**config.mk**
```make
export PLATFORM = sky130hd
export DESIGN_NAME = game_sequencer
export DESIGN_NICKNAME = d
export VERILOG_FILES = /design/src/rtl/game_sequencer.sv
export SDC_FILE = /design/constraint.sdc
export NUM_CORES = 1
export LEC_CHECK = 0
export ABC_AREA = 1
export ABC_CLOCK_PERIOD_IN_PS = 3950
export CAP_MARGIN = 20
export CORE_UTILIZATION = 55
export DETAILED_ROUTE_END_ITERATION = 10
export GPL_TIMING_DRIVEN = 0
export PLACE_DENSITY = 0.76
export SKIP_LAST_GASP = 1
export SYNTH_ARGS = -nofsm -noshare
export SYNTH_HDL_FRONTEND = slang
export SYNTH_SLANG_ARGS = --single-unit
```
**constraint.sdc**
```tcl
create_clock -name clk -period 3.95 [get_ports clk]
set_input_delay 0.5925 -clock clk [delete_from_list [all_inputs] [get_ports clk]]
set_output_delay 0.5925 -clock clk [all_outputs]
set_load 0.02 [all_outputs]
```
**src/rtl/game_sequencer.sv**
```systemverilog
// Game scheduler for the Dino datapath: idle/run/pause/over sequencing, tick pacing,
// score-driven difficulty ramp and session high score.
module game_sequencer #(
    parameter int unsigned BASE_PERIOD = 500000,
    parameter int unsigned MIN_PERIOD  = 200000,
    parameter int unsigned STEP        = 10000,
    parameter int unsigned SCORE_STEP  = 100
) (
    input  logic        clk,
    input  logic        rst,
    input  logic        start,
    input  logic        pause,
    input  logic        collide,
    input  logic [15:0] score,
    output logic        game_tick,
    output logic        over,
    output logic        obs_rst,
    output logic [1:0]  state,
    output logic [19:0] period,
    output logic [15:0] high_score
);

    localparam int unsigned PW = 20;
    localparam int unsigned SW = 16;
    localparam int unsigned TW = 17;

    typedef enum logic [1:0] {
        IDLE  = 2'd0,
        RUN   = 2'd1,
        PAUSE = 2'd2,
        OVER  = 2'd3
    } state_t;

    state_t        cur_state;
    state_t        nxt_state;
    logic          start_q;
    logic          pause_q;
    logic [PW-1:0] count;
    logic [PW-1:0] count_nxt;
    logic [PW-1:0] period_nxt;
    logic [TW-1:0] threshold;
    logic [TW-1:0] threshold_nxt;
    logic [SW-1:0] high_score_nxt;
    logic          tick_nxt;
    logic          over_nxt;
    logic          obs_rst_nxt;

    logic start_rise;
    logic pause_rise;
    logic new_game;
    logic tick_due;
    logic level_up;

    assign start_rise = start & ~start_q;
    assign pause_rise = pause & ~pause_q;
    assign new_game   = ((cur_state == IDLE) || (cur_state == OVER)) && start_rise;
    // >= so a period shrink below the running count still ticks on the next cycle
    assign tick_due   = count >= (period - PW'(1));
    assign level_up   = {1'b0, score} >= threshold;
    assign state      = cur_state;

    // State and datapath registers
    always_ff @(posedge clk or negedge rst) begin
        if (!rst) begin
            cur_state  <= IDLE;
            start_q    <= 1'b0;
            pause_q    <= 1'b0;
            count      <= '0;
            period     <= PW'(BASE_PERIOD);
            threshold  <= TW'(SCORE_STEP);
            high_score <= '0;
            game_tick  <= 1'b0;
            over       <= 1'b0;
            obs_rst    <= 1'b0;
        end else begin
            cur_state  <= nxt_state;
            start_q    <= start;
            pause_q    <= pause;
            count      <= count_nxt;
            period     <= period_nxt;
            threshold  <= threshold_nxt;
            high_score <= high_score_nxt;
            game_tick  <= tick_nxt;
            over       <= over_nxt;
            obs_rst    <= obs_rst_nxt;
        end
    end

    // Next-state logic; in RUN a collision outranks a pause request
    always_comb begin
        nxt_state = cur_state;
        case (cur_state)
            IDLE:    if (start_rise) nxt_state = RUN;
            RUN: begin
                if (collide)         nxt_state = OVER;
                else if (pause_rise) nxt_state = PAUSE;
            end
            PAUSE:   if (pause_rise) nxt_state = RUN;
            OVER:    if (start_rise) nxt_state = RUN;
            default: nxt_state = IDLE;
        endcase
    end

    // Output and datapath next values
    always_comb begin
        count_nxt      = count;
        period_nxt     = period;
        threshold_nxt  = threshold;
        high_score_nxt = high_score;
        tick_nxt       = 1'b0;
        obs_rst_nxt    = 1'b0;
        over_nxt       = (nxt_state == OVER);

        if (new_game) begin
            obs_rst_nxt   = 1'b1;
            count_nxt     = '0;
            period_nxt    = PW'(BASE_PERIOD);
            threshold_nxt = TW'(SCORE_STEP);
        end

        if (cur_state == RUN) begin
            if (collide) begin
                if (score > high_score) high_score_nxt = score;
            end else if (!pause_rise) begin
                if (tick_due) begin
                    tick_nxt  = 1'b1;
                    count_nxt = '0;
                end else begin
                    count_nxt = count + PW'(1);
                end
            end

            // One difficulty level per cycle; period saturates at MIN_PERIOD
            if (level_up) begin
                threshold_nxt = threshold + TW'(SCORE_STEP);
                if ({1'b0, period} >= 21'(MIN_PERIOD + STEP))
                    period_nxt = period - PW'(STEP);
                else
                    period_nxt = PW'(MIN_PERIOD);
            end
        end
    end

endmodule

```
==> qor.yml <==
clocking:
  clock-sinks: 80
  htree_levels: 3
  numCtsBuffers: 9
  clk_pin_slew_worst_paths_ns: 0.06
  postCtsSetupBuffers: 0
  clk_latency_ns: 0.35
  cts_tree: "yes"
  clock_path_buffers: 2
  cts_hold_buf: 0
  root_buffer: "clkbuf_16"
  cts_resized: 0
setup_path:
  crit_chain: "inv_1 -> ha_1 -> nand4_1 -> nor2_1 -> nand4_1 -> nor3_1 -> xor2_1 -> inv_1 -> ha_1 -> nand2_1 -> nor2_1 -> nand2_1 -> nor2_1 -> nand2_1 -> nand3_1 -> clkbuf_1 -> o21ai_0"
  required_ns: 4.16
  slowest_stage: "dfrtp_1"
  start_kind: "register"
  crit_start: "period[4]"
  end_kind: "register"
  cpPeakStageDelay_ns: 0.44
  crit_type: "register to register"
  reg2reg_from: "period[4]"
  cp_max_fo: 10
  arrival_ns: 3.68
layout:
  stdcell_area_sq_um: 7560
  n_antenna_cell: 0
  drive_above_1_share_pct: 9.07
  fin_nets: 1036
  syn_to_final_growth_pct: 18.3
  final_cell_count_no_fill: 1102
  nFillCells: 1012
  final_cell_mix: "nand2_1 (259), inv_1 (130), nand3_1 (74), dfrtp_1 (70), nor2_1 (62)"
  final_common_cell: "nand2_1"
grt:
  grt_start_max_net_pins: 56
  grt_pass1_vias: 5562
  grtUsageTotal_pct: 28.0
  grt_pass1_wl_microns: 25900
  antenna_found_initial: 0
  overflow: 0
pwr:
  leakage_nw: 3.85
  power.total_mw: 4.97
  ir_drop_mv: 0.503
  p_per_area_nw_per_um2: 657
timing:
  rsz0062_at_grt: "false"
  worstMarginPinSlew_ns: 0.607
  timing.final.crit_period_ns: 3.47
  clock_skew_ns: 0.00817
  period_share_pct: 87.9
  slew_viol_final: 0
  fmax_mhz: 288
  tns_ns: 0
  hold_viol: 0
  slew_headroom_pct: 59.5
  worst_slack_ns: 0.479
  setup_viol: 0
drt:
  drt_iter0_markers: 479
  dr.pass1.iters: 5
  via_count: 5801
  drc_errors: 0
  vias_per_cell: 5.26
  wl_microns: 15500
  postRouteAntennaNets: 0
  wl_per_cell_microns: 14.1
placement:
  port_buffers: 61
  place_ws_ns: 0.467
  dp.cells: 1086
  dpl-instance-area_sq_um: 7210
  gp_congestion: 0.926
  dp_hpwl_microns: 11600
synthesis:
  syn-cell-area_sq_um: 6390
  synth.distinct_cells: 39
  seq_area_frac_synth_pct: 31.5
  syn_area_per_cell_sq_um: 7.26
  ys_ff_latch: 80
  syn-num-nets: 963
  netlist_instances: 881
  yosysWarningCount: 0
floorplanning:
  io_pins: 62
  die_y_microns: 110
  dieArea_sq_um: 12100
  die-width_microns: 110
  start_util_pct: 56.2
  num_rows: 39
  core_area_sq_um: 11400
job:
  max_cap_violations: 0
run_status:
  status: "finished clean"
min_path:
  hold_class: "primary input to asynchronous set/reset pin"
## metrics by stage
step	hold WS (ns)	util, %
global placement	0.480	63.2
global route	0.183	66.5
detailed placement	0.485	63.4
floorplan	0.297	-
finish	0.157	66.5
CTS	0.165	66.5
## cell type report
type	count	area (sq um)	area share, %
flip-flops and latches	80	2010	26.6
inverters	134	505	6.68
clock inverters	6	116	1.54
plain buffers	18	131	1.74
clock buffers	10	239	3.16
repair buffers	62	636	8.41
well taps	143	179	2.37
multi-input cells	649	3740	49.5
## registers in the layout, summed over array words and instances, names as in the netlist
| name | cells |
|---|---|
| period | 20 |
| start_q | 1 |
| high_score | 16 |
| state | 2 |
| over | 1 |
| game_tick | 1 |
| obs_rst | 1 |
| count | 20 |
| threshold | 17 |
| pause_q | 1 |
## power by group
| group | internal, mW | leakage (nW) | switching, mW |
|---|---|---|---|
| registers | 1.07 | 1.03 | 0.264 |
| clock network | 0.638 | 0.173 | 0.358 |
| logic | 1.00 | 2.64 | 1.63 |
| total | 2.71 | 3.85 | 2.25 |
## synthesized netlist by cell type, drive strengths merged
master  number  share of area, %
dfrtp       70                27
ha          61                12
xnor2        9               1.2
or2          1             0.098
a31oi        3              0.29
o21ai       39               3.5
nand3       90               8.3
nor3        14               1.2
o21a         4              0.47
clkbuf       5              0.29
nor2        69               4.6
nand2      265                16
nand4       14               1.4
a21boi       1              0.18
dfstp       10               4.1
clkinv       1             0.059
nand3b       7              0.82
o21bai       5              0.59
a21oi       25               2.1
inv        133               7.8
nor4         1              0.20
a21o         2              0.23
o211ai       1              0.12
buf         13               1.8
xor2        38               5.2
## metal layers
layer / track usage (%) / vias to the layer above / wire, microns
met2: 49.4 / 153 / 7440
met1: 34.2 / 2659 / 6980
met3: 4.80 / 30 / 776
li1: - / 2959 / -
met5: 0 / - / 0
met4: 9.43 / 0 / 332
## path summary, 6_finish.rpt
check,endpoint,cells after the start,slack [ns]
min reg2reg,threshold[2],2,0.50
min in group clk,threshold[2],2,0.50
max reg2reg,count[16],17,0.48
max in group asynchronous,period[5],2,3.14
max,count[16],17,0.48
min,count[2],1,0.16
## cells by family after synthesis
kind of cell               synth area share [%]
AOI/OAI and AO/OA                          7.54
xor gates and xnor gates                   6.44
adders and majority gates                  11.9
buffers and inverters                      9.96
DFF                                        31.5
and+or+nand+nor                            32.6
## critical path: cells and delay by family, from the launching register on
kind                     cells  cell delay [ns]
AO/OA/AOI/OAI                1             0.14
flip-flops                   1             0.44
adder cells (fa/ha/maj)      2             0.53
AND/OR/NAND/NOR             10             1.39
buffers and inverters        3             0.66
XOR/XNOR                     1             0.17
Power figures use the tool's default switching activity.
